$ cat src/rtl/icap_stream_ctrl.sv
// icap_stream_ctrl: ICAPE2 bitstream writer and counted readback.
// Write words pass a FIFO; readback is credit-limited into an output FIFO.
module icap_stream_ctrl #(
  parameter int DATA_WIDTH   = 32,
  parameter int WFIFO_DEPTH  = 16,
  parameter int RFIFO_DEPTH  = 8,
  parameter int READ_LATENCY = 3,
  parameter bit BIT_SWAP     = 1'b1
) (
  input  logic                  CLK,
  input  logic                  RST,
  input  logic [DATA_WIDTH-1:0] s_data,
  input  logic                  s_valid,
  output logic                  s_ready,
  input  logic                  s_last,
  input  logic                  rd_start,
  input  logic [15:0]           rd_count,
  output logic [DATA_WIDTH-1:0] m_data,
  output logic                  m_valid,
  input  logic                  m_ready,
  output logic                  busy,
  output logic                  done,
  output logic                  icap_csib,
  output logic                  icap_rdwrb,
  output logic [DATA_WIDTH-1:0] icap_i,
  input  logic [DATA_WIDTH-1:0] icap_o
);
  localparam int WAW = $clog2(WFIFO_DEPTH);
  localparam int RAW = $clog2(RFIFO_DEPTH);
  localparam logic [WAW:0] WONE = 1;
  localparam logic [RAW:0] RONE = 1;
  localparam logic [RAW+1:0] RCAP = (RAW+2)'(RFIFO_DEPTH);

  typedef enum logic [2:0] {
    IDLE, WRITE, RD_SW, RD_ISSUE, RD_DRAIN, RD_END
  } state_e;

  function automatic logic [DATA_WIDTH-1:0] swap(
    input logic [DATA_WIDTH-1:0] w
  );
    logic [DATA_WIDTH-1:0] r;
    r = w;
    if (BIT_SWAP)
      for (int b = 0; b < DATA_WIDTH/8; b++)
        for (int k = 0; k < 8; k++)
          r[8*b+k] = w[8*b+7-k];
    return r;
  endfunction

  state_e state_q, state_d;
  logic csib_q, csib_d, rdwrb_q, rdwrb_d, done_q, done_d;
  logic [DATA_WIDTH-1:0] icapi_q, icapi_d;
  logic [15:0] rem_q, rem_d;
  logic [RAW:0] infl_q;
  logic [READ_LATENCY:0] tag_q;
  logic issue;

  logic [DATA_WIDTH:0] wmem [WFIFO_DEPTH];
  logic [WAW:0] wwp_q, wrp_q;
  logic wfull, wempty, wpush, wpop, wlast;
  logic [DATA_WIDTH-1:0] wdata;

  assign wempty = wwp_q == wrp_q;
  assign wfull = (wwp_q[WAW] != wrp_q[WAW]) &&
                 (wwp_q[WAW-1:0] == wrp_q[WAW-1:0]);
  assign s_ready = !wfull && !RST;
  assign wpush = s_valid && s_ready;
  assign {wlast, wdata} = wmem[wrp_q[WAW-1:0]];

  logic [DATA_WIDTH-1:0] rmem [RFIFO_DEPTH];
  logic [RAW:0] rwp_q, rrp_q, rocc;
  logic [RAW+1:0] used;
  logic rpush, rpop;

  assign rocc = rwp_q - rrp_q;
  assign used = {1'b0, rocc} + {1'b0, infl_q};
  assign m_valid = rwp_q != rrp_q;
  assign m_data = rmem[rrp_q[RAW-1:0]];
  assign rpop = m_valid && m_ready;
  // tag_q[k] marks the cycle k after an enable reached the primitive
  assign rpush = tag_q[READ_LATENCY];

  assign busy = state_q != IDLE;
  assign done = done_q;
  assign icap_csib = csib_q;
  assign icap_rdwrb = rdwrb_q;
  assign icap_i = icapi_q;

  always_comb begin
    state_d = state_q;
    csib_d = 1'b1;
    rdwrb_d = rdwrb_q;
    icapi_d = icapi_q;
    done_d = 1'b0;
    rem_d = rem_q;
    wpop = 1'b0;
    issue = 1'b0;
    unique case (state_q)
      IDLE: begin
        rdwrb_d = 1'b0;
        if (!wempty) begin
          state_d = WRITE;
        end else if (rd_start) begin
          if (rd_count == '0) begin
            done_d = 1'b1;
          end else begin
            rem_d = rd_count;
            state_d = RD_SW;
          end
        end
      end
      WRITE: begin
        rdwrb_d = 1'b0;
        if (!wempty) begin
          wpop = 1'b1;
          csib_d = 1'b0;
          icapi_d = swap(wdata);
          if (wlast) begin
            state_d = IDLE;
            done_d = 1'b1;
          end
        end
      end
      RD_SW: begin
        rdwrb_d = 1'b1;
        state_d = RD_ISSUE;
      end
      RD_ISSUE: begin
        rdwrb_d = 1'b1;
        if (used < RCAP) begin
          issue = 1'b1;
          csib_d = 1'b0;
          rem_d = rem_q - 16'd1;
          if (rem_q == 16'd1) state_d = RD_DRAIN;
        end
      end
      RD_DRAIN: begin
        rdwrb_d = 1'b1;
        if (infl_q == '0) state_d = RD_END;
      end
      RD_END: begin
        rdwrb_d = 1'b0;
        done_d = 1'b1;
        state_d = IDLE;
      end
      default: state_d = IDLE;
    endcase
  end

  always_ff @(posedge CLK) begin
    if (RST) begin
      state_q <= IDLE;
      csib_q <= 1'b1;
      rdwrb_q <= 1'b0;
      icapi_q <= '0;
      done_q <= 1'b0;
      rem_q <= '0;
      infl_q <= '0;
      tag_q <= '0;
      wwp_q <= '0;
      wrp_q <= '0;
      rwp_q <= '0;
      rrp_q <= '0;
    end else begin
      state_q <= state_d;
      csib_q <= csib_d;
      rdwrb_q <= rdwrb_d;
      icapi_q <= icapi_d;
      done_q <= done_d;
      rem_q <= rem_d;
      infl_q <= infl_q + {{RAW{1'b0}}, issue}
                       - {{RAW{1'b0}}, rpush};
      tag_q <= {tag_q[READ_LATENCY-1:0], issue};
      if (wpush) wwp_q <= wwp_q + WONE;
      if (wpop) wrp_q <= wrp_q + WONE;
      if (rpush) rwp_q <= rwp_q + RONE;
      if (rpop) rrp_q <= rrp_q + RONE;
    end
  end

  always_ff @(posedge CLK) begin
    if (wpush) wmem[wwp_q[WAW-1:0]] <= {s_last, s_data};
    if (rpush) rmem[rwp_q[RAW-1:0]] <= swap(icap_o);
  end

  // direction may only flip while the primitive is deselected
  a_rdwrb: assert property (@(posedge CLK) disable iff (RST)
    (rdwrb_d != rdwrb_q) |-> (csib_q && csib_d));

endmodule

$ cat config.mk
export PLATFORM = sky130hd
export DESIGN_NAME = icap_stream_ctrl
export DESIGN_NICKNAME = d
export VERILOG_FILES = /design/src/rtl/icap_stream_ctrl.sv
export SDC_FILE = /design/constraint.sdc
export NUM_CORES = 1
export LEC_CHECK = 0
export BUFFER_PORTS_ARGS = -buffer_cell sky130_fd_sc_hd__buf_2
export CAP_MARGIN = 20
export CORE_ASPECT_RATIO = 1.4
export CORE_MARGIN = 2
export CORE_UTILIZATION = 35
export DETAILED_ROUTE_END_ITERATION = 6
export PLACE_DENSITY = 0.52
export SLEW_MARGIN = 20
export SYNTH_ARGS = -nofsm -noshare
export SYNTH_HDL_FRONTEND = slang
export SYNTH_SLANG_ARGS = --single-unit
$ cat constraint.sdc
create_clock -name CLK -period 11.6 [get_ports CLK]
set_input_delay 0.58 -clock CLK [delete_from_list [all_inputs] [get_ports CLK]]
set_output_delay 0.58 -clock CLK [all_outputs]
set_load 0.02 [all_outputs]
# == Word-level counts from Yosys, hierarchy flattened ==
# Memory sizes are Yosys's and may differ from the RTL's. A register that Yosys moved wholly into a read port is not among the register bits.
# Index checks and enable logic that the tools add are counted.
# classes
n_addsub,9
n_lt_le_gt_ge,1
n_eq_ne,20
n_mux,37
bitwise_logic,1
n_reduce_logical,17
# ops
operator,count
$mux 16,4
$mux 32,1
$pmux 16 s2,1
$mux 3,10
$eq 16x1->1 const B,1
$logic_not 16->1,1
$ne 2x2->1 const B,8
$sub 16x1->16 const B,1
$mux 1,15
$pmux 3 s5,1
$add 5x1->5 const B,2
$add 4x1->4 const B,2
$mux 4,2
$reduce_and 7->1,1
$eq 3x2->1 const B,2
$eq 3x3->1 const B,2
$ne 3x3->1 const B,2
$reduce_or 3->1,2
$add 4x4->5,1
$eq 5x5->1,1
$lt 5x4->1 const B,1
$reduce_and 5->1,1
$add 4x1->4,1
$eq 4x4->1,1
15 further kinds,21
# totals
reg_bits,80
mem_bits_rw,784
inputBits,86
output_inout_bits,70
word_cells,99
mem_count,2
# mem_list
memory,depth,width,rd,rd_clocked_by_memory_dff,wr,line,rtl
wmem,16,33,1,1,1,58,logic [DATA_WIDTH:0] wmem [WFIFO_DEPTH];
rmem,8,32,1,1,1,70,logic [DATA_WIDTH-1:0] rmem [RFIFO_DEPTH];

# == Logic depth before layout (Yosys ltp) ==
# Gate-level depths: netlist of the first run.
# logic_depth
depth_word,7
ltp_mapped,16
depth_no_buf,16

# == Worst setup path before layout of the first run ==
# Ideal clock, no wire load.
# synth_timing
kind,flip-flop to flip-flop
start,register wwp_q[2]
end,"memory wmem[0][0] (netlist bit), enable pin"
setup_ps,464
t_arrival_ps,3706
required_ps,11136
slack_ps,7429
path_stages_with_launch,8
path_buffers,2
period_less_slack_ps,4171
path_cell_list,dfxtp_1 -> buf_2 -> xnor2_1 -> and4_1 -> buf_4 -> a21oi_1 -> nand2_1 -> nor3_1
# synth_between
elab_chain_cells,7
# synth_lines
item,line,rtl
"start, declared",59,"logic [WAW:0] wwp_q, wrp_q;"
"start signal, assigned",174,if (wpush) wwp_q <= wwp_q + WONE;
$eq 4x4->1,65,(wwp_q[WAW-1:0] == wrp_q[WAW-1:0]);
$logic_and 1x1->1,64,assign wfull = (wwp_q[WAW] != wrp_q[WAW]) &&
$logic_not 1->1,66,assign s_ready = !wfull && !RST;
$logic_and 1x1->1,66,
$logic_and 1x1->1,67,assign wpush = s_valid && s_ready;
$mux 1,182,"if (wpush) wmem[wwp_q[WAW-1:0]] <= {s_last, s_data};"
$mux 1 (implied by the code),182,
"end, declared",58,
# Several ways; a longest one is shown, not always the timed one.

==> impl_results.md, run 1 <==
- Syn. warnings: 0
- Share of layout cells above drive strength 1: 32.5%
- Met1 Use GR: 19.4%
- CP Launch Type: register
- Pwr/cell area: 178 nW/um^2
- Most common cell in the synthesized netlist: edfxtp_1
- TritonCTS buffer count: 85
- DR WL/cell: approximately 25 um
- Hold Fails Final Rpt: 0
- Minimum clock period: 3.82 ns
- WP data arrival: 3.24 ns
- Clk root buf: clkbuf_16
- P_sw: 1.62 mW
- CP Capture Type: output pin
- CTS Hold Bufs: 0
- Synth top area share: between 60% and 70%
- GRT Resource Usage Total: 16.0%
- Filler Cells Inserted: 8462
- Top cells by area, synth: edfxtp_1, mux4_2, dfxtp_1, mux2_2, nand2_1
- Met2 Use GR: just under 30%
- Gpl congestion: 0.776
- Vias/cell: 5.23
- Peak supply drop: 0.127 mV
- Antenna Nets Post-Route: 0
- Max Freq: between 0.2 and 0.3 GHz
- Worst Hold Class: in -> reg
- Net count, final: around 1900
- CP max FO: 39
- Full die area: a little under 100000 sq um
- Internal power: 5.30 mW
- Hold_ws: between 0.2 and 0.25 ns
- Met3 usage: 2.97%
- Flop-to-flop setup slack: 8.21 ns
- Crit path required time: between 10 and 15 ns
- Headroom to the max-slew limit: ~29%
- Compound-cell area share of the yosys netlist: under 10%
- Detailed placer's ending HPWL: just over 40000 um
- Post-synthesis cell type count: 60
- Setup violators final: 0
- Largest family of logic cells by synthesized area: multiplexers
- Post-Synth Simple-Gate Area: 3.30%
- Area growth syn-to-layout: 15.3%
- Die H: 371 um
- CTS max path bufs: 3
- Comb pwr share: between 8 and 9%
- Post-synthesis adder-cell area fraction: 0.863%
- Port Buffer Count: roughly 160
- Post-Synth XOR/XNOR Area: 0.573%
- DR DRC count: 0
- Mean area per synthesized cell: 20.6 sq um
- Initial core utilization: 35.3%
- CTS resizes: 0
- Register share of total power: 51.3%
- Overflow left after global routing: 0
- Sequential area share after synthesis: approximately 75%
- Worst slew pin tran: 1.07 ns
- Worst skew pair latency: 0.65 ns
- Rows: 134
- Final Util: 40.7%
- Syn nets: 1741
- Max-cap violations: 0
- Placed cell areas: 36000 sq um
- Mux contribution to synthesized area: 16.4%
- Worst hold path depth: 1
- Gr busiest metal: met2
- Clock power frac: 39.9%
- Fin area: 38800 sq um
- Htree depth: 3
- R2r endpoint: infl_q[2]
- Sw Ratio: 23.4%
- EDFF count, synth: 784
- Sum Neg Setup Slack: 0 ns
- First-pass GRT wire length: 116000 um
- # clock sinks: 871
- Syn Inst Count: 1633
- CORE AREA: 95400 sq um
- Via count: about 16000
- Io pins: 156
- Largest net degree at the start of global routing: 71
- RSZ-0062 raised after global routing: no
- Design Power: 6.92 mW
- Synth area leader: edfxtp_1
- Total Wirelength: 78700 um
- Fin. max-slew vios: 0
- Initial antenna violation count: 8
- WS Path Type: reg -> out
- Post CTS Setup Buffer Count: 0
- Vias in the first global route: about 18000
- LEAKAGE: 12.0 nW
- Router iterations before antenna repair: 5
- Initial DRC count: between 1000 and 1500
- Clock-pin slew on the worst setup and hold paths: 0.06 ns
- Clk_skew: 0.0267 ns
- R2R Path Start: rwp_q[1]
- Tcrit/Tclk final: roughly 33%
- Worst setup endpoint: m_data[26]
- CTS tree: yes
- Die Width: 266 um
- Synth cell count leaders: edfxtp_1, mux4_2, nand2_1
- Outcome: complete, no violations
- Ys async rst share: 0%
- Yosys reg bits: 871
- Top FF cell, synth: edfxtp_1
- R2R depth: 13
- Mapped cell area: 33700 sq um
## how the worst min path moves through the flow
stage               start     endpoint  slack, ns
2_1_floorplan    tag_q[0]     tag_q[1]       0.41
3_3_place_gp     tag_q[0]     tag_q[1]       0.43
3_5_place_dp     tag_q[2]     tag_q[3]       0.42
4_1_cts        icap_o[24]  rmem[2][31]       0.17
5_1_grt        icap_o[28]  rmem[4][27]       0.19
6_report       icap_o[28]  rmem[3][27]       0.22
## metal layers
layer	vias up	wire length [um]
met5	-	65
met4	10	1540
met3	110	3530
met2	356	42100
met1	8758	31400
li1	7094	-
## metrics by stage
stage          instances  worst slack (ns)
2_1_floorplan       1633              7.43
3_3_place_gp        2961              8.18
3_5_place_dp        2961              8.16
4_1_cts             3118              7.60
5_1_grt             3119              7.50
6_report            3120              7.78
## registers in the layout, summed over array words and instances (netlist names), named ones only
name and cells:
icap_csib 1, infl_q 4, wmem 528, rrp_q 4
wrp_q 5, rmem 256, icap_i 32, done 1
icap_rdwrb 1, wwp_q 5, rem_q 16, rwp_q 4
tag_q 4, state_q 3
## cell families (layout without fill, tap and decap cells)
family / Yosys count / in the layout
DFF: 871 / 871
xor gates and xnor gates: 22 / 22
and+or+nand+nor: 233 / 233
adders and majority gates: 22 / 22
buffers and inverters: 104 / 365
muxes: 263 / 263
other: 0 / 2
AOI/OAI and AO/OA: 118 / 118
## critical path, cell delays in order, from the launching register on
cell,delay (ns)
dfxtp_4,0.88
buf_4,0.60
mux4_2,0.57
mux2_2,0.31
buf_2,0.17
## cell usage in the layout, fill, tap and decap left out, drive strengths merged, types with 5 or more instances in the layout
master  instances
buf           190
nor4            9
nand4           6
xnor2          15
o32ai          14
mux2           32
inv            22
bufinv          7
nand3          14
edfxtp        784
nor2b           7
nand2          89
dfxtp          87
xor2            7
o21ai           6
clkinv         36
nand2b         24
a21oi          66
nor2           50
ha             20
or3             5
nor3           12
clkbuf        106
mux4          227
a22oi           5
## layout make-up
type / count / area (sq um) / area share, %
well taps: 1224 / 1530 / 3.95
diodes: 2 / 5.00 / 0.0129
clock inverters: 51 / 500 / 1.29
flip-flops and latches: 871 / 25300 / 65.2
repair buffers: 190 / 1040 / 2.68
multi-input cells: 658 / 8050 / 20.8
clock buffers: 106 / 2290 / 5.90
inverters: 18 / 67.6 / 0.174
## power by group through the flow
stage | Clock, mW | Combinational, mW | Sequential (mW)
2_1_floorplan | 0 | 0.454 | 3.59
3_3_place_gp | 0 | 0.606 | 3.61
3_5_place_dp | 0 | 0.619 | 3.62
4_1_cts | 2.84 | 0.621 | 3.55
5_1_grt | 2.96 | 0.675 | 3.56
6_report | 2.76 | 0.612 | 3.55
Power figures use the tool's default switching activity.
==> inputs of run 2 (changes only) <==
--- a/config.mk
+++ b/config.mk
@@ -11,7 +11,7 @@
 export CORE_MARGIN = 2
 export CORE_UTILIZATION = 35
 export DETAILED_ROUTE_END_ITERATION = 6
-export PLACE_DENSITY = 0.52
+export PLACE_DENSITY = 0.54
 export SLEW_MARGIN = 20
 export SYNTH_ARGS = -nofsm -noshare
 export SYNTH_HDL_FRONTEND = slang
==> constraint.sdc (replaced) <==
create_clock -name CLK -period 3.1 [get_ports CLK]
set_input_delay 0.155 -clock CLK [delete_from_list [all_inputs] [get_ports CLK]]
set_output_delay 0.155 -clock CLK [all_outputs]
set_load 0.02 [all_outputs]
==> run 2 against run 1 <==
Power rose to 3.8 times the previous value. Clock power rose to 3.9 times the previous value. First-iteration DRC count grew 27%.
==> impl_results.md, run 2 (synthesis results as in run 1) <==
- # clock sinks: 871 (unchanged)
- Port Buffer Count: 155 (unchanged)
- Rows: 134 (unchanged)
- Overflow left after global routing: 0 (unchanged)
- P_sw: 6.17 mW (+280%)
- First-pass GRT wire length: 116000 um (+0.15%)
- Crit path required time: 3.68 ns (-7.34 ns)
- Initial antenna violation count: 6 (-2)
- R2R Path Start: rwp_q[0]
- Comb pwr share: 9.8% (+0.9 points)
- CP startpoint: rwp_q[0]
- WS Path Type: reg -> reg
- Hold_ws: 0.118 ns (-0.0980 ns)
- Area of the multi-input gates: 8160 sq um (+1.4%)
- Sw Ratio: 23.3% (-0.10 points)
- Worst setup margin: 0.102 ns (-7.68 ns)
- Commonest non-fill, non-tap cell in the layout: edfxtp_1
- Full die area: 98700 sq um (unchanged)
- CTS tree: yes
- RSZ-0062 raised after global routing: no
- GRT Resource Usage Total: 16.0% (-0.057 points)
- Worst Hold Class: in -> reg
- Largest net degree at the start of global routing: 92 (+30%)
- WP data arrival: 3.57 ns (+0.33 ns)
- Die Width: 266 um (unchanged)
- Internal power: 20.3 mW (+280%)
- Max Freq: 0.334 GHz
- Initial core utilization: 35.3% (unchanged)
- Io pins: 156 (unchanged)
- Share of layout cells above drive strength 1: 34.2% (+1.7 points)
- Headroom to the max-slew limit: 26.6% (-2.3 points)
- Outcome: complete, no violations
- Clk_skew: 0.0254 ns (-0.00132 ns)
- Total Wirelength: 77900 um (-0.99%)
- CP max FO: 2 (-95%)
- Pwr/cell area: 654 nW/um^2 (+270%)
- Max reg flops: 528 (unchanged)
- Dpl ws: -0.0603 ns (-8.22 ns)
- Worst slew pin tran: 1.10 ns (+0.0311 ns)
- Router iterations before antenna repair: 5 (unchanged)
- Finished Layout Cells: 3254 (+4.3%)
- Commonest cells after routing, fill and taps aside: edfxtp_1, mux4_2, buf_2
- Hold Fails Final Rpt: 0 (unchanged)
- CORE AREA: 95400 sq um (unchanged)
- Storage cell area: 25300 sq um (about the same)
- Peak supply drop: 0.417 mV (+230%)
- Detailed placer's ending HPWL: 45100 um (+10%)
- Gpl congestion: 0.766 (-1.3%)
- Vias/cell: 5.14 (-1.8%)
- LEAKAGE: 12.7 nW (+5.8%)
- Filler Cells Inserted: 8296 (-2.0%)
- CTS max path bufs: 3 (unchanged)
- Clock-pin slew on the worst setup and hold paths: 0.06 ns (about the same)
- Hold Crit Start: rd_start
- Tcrit/Tclk final: 96.7%
- Net count, final: 2067 (+7.0%)
- Vias in the first global route: 18047 (+2.8%)
- Fin. max-slew vios: 0 (unchanged)
- Register share of total power: 49.9% (-1.4 points)
- Htree depth: 3 (unchanged)
- DR DRC count: 0 (unchanged)
- Antenna Nets Post-Route: 0 (unchanged)
- Setup violators final: 0 (unchanged)
- TritonCTS buffer count: 87 (+2.4%)
- CP Capture Type: register
- Placed cell count: 3010 (+1.7%)
- CP Launch Type: register
- Max-cap violations: 0 (unchanged)
- Die H: 371 um (unchanged)
- Minimum clock period: 3.00 ns
- Clock power frac: 40.3% (+0.4 points)
- Via count: 16720 (+2.4%)
- Area growth syn-to-layout: 20.2%
- Worst skew pair latency: 0.67 ns (+0.02 ns)
- Clk root buf: clkbuf_16
- DR WL/cell: 23.9 um (-5.1%)
- Final Util: 42.4% (+1.8 points)
- Initial DRC count: 1312 (+27%)
==> run 2: cell count changes in the layout (fill, tap and decap cells not counted), sizes merged, moves of 2 or more <==
cell / change
diode: +2
clkinvlp: +3
clkinv: -9
clkbuf: +4
dlygate4sd3: +83
buf: +50
==> run 2: power groups by stage <==
stage,registers (mW),clock network (mW),logic (mW)
after detailed placement,13.5,0,2.51
after global placement,13.4,0,2.46
after floorplan,13.4,0,1.70
after CTS,13.2,10.9,2.61
final,13.2,10.7,2.59
after global routing,13.2,11.4,2.83
==> run 2: layout make-up <==
cell class / count / share of cell area (%)
Inverter: 18 / 0.167
Multi-Input combinational cell: 658 / 20.2
Tap cell: 1224 / 3.79
Sequential cell: 871 / 62.5
Timing Repair Buffer: 323 / 6.12
Antenna cell: 4 / 0.0247
Clock buffer: 110 / 5.97
Clock inverter: 46 / 1.22
==> run 2: routing by layer <==
| layer | up-vias | global-route usage (%) | share of wire [%] |
|---|---|---|---|
| li1 | 7367 | - | - |
| met2 | 406 | 28.8 | 53 |
| met5 | - | 0 | 0.031 |
| met1 | 8818 | 19.3 | 40 |
| met4 | 4 | 5.19 | 2.5 |
| met3 | 125 | 2.83 | 4.2 |
==> run 2: repair_timing <==
item                       CTS  global route
buffers inserted             0             0
pin swaps                    3             7
gates resized for setup      6            13
hold buffers                83             0
hold endpoints to repair   817             0
setup endpoints to repair    6            19
==> run 2: metrics by stage <==
stage	setup TNS (ns)	area, sq um	total power [mW]
finish	0	40500	26.5
global route	0	40500	27.5
CTS	0	40400	26.8
detailed placement	-0.0685	36600	16.0
global placement	-0.0898	36600	15.9
floorplan	-69.16	33700	15.1
==> run 2: path summary, 6_finish.rpt <==
kind,endpoint,slack [ns],depth (start not counted)
worst max register to register,infl_q[1],0.10,13
worst max-delay path,infl_q[1],0.10,13
worst min-delay path,done,0.12,4
worst min register to register,tag_q[3],0.44,1
==> run 2: worst max-delay path, cell delays in order (launching register included) <==
cell and delay [ns]:
dfxtp_1 0.32, inv_1 0.06, ha_1 0.20, inv_2 0.07, fa_1 0.41, ha_1 0.27, and3b_1 0.18, o21ai_1 0.16
nand3_2 0.12, ha_4 0.30, inv_2 0.04, ha_4 0.15, fa_2 0.51, nor2b_1 0.12
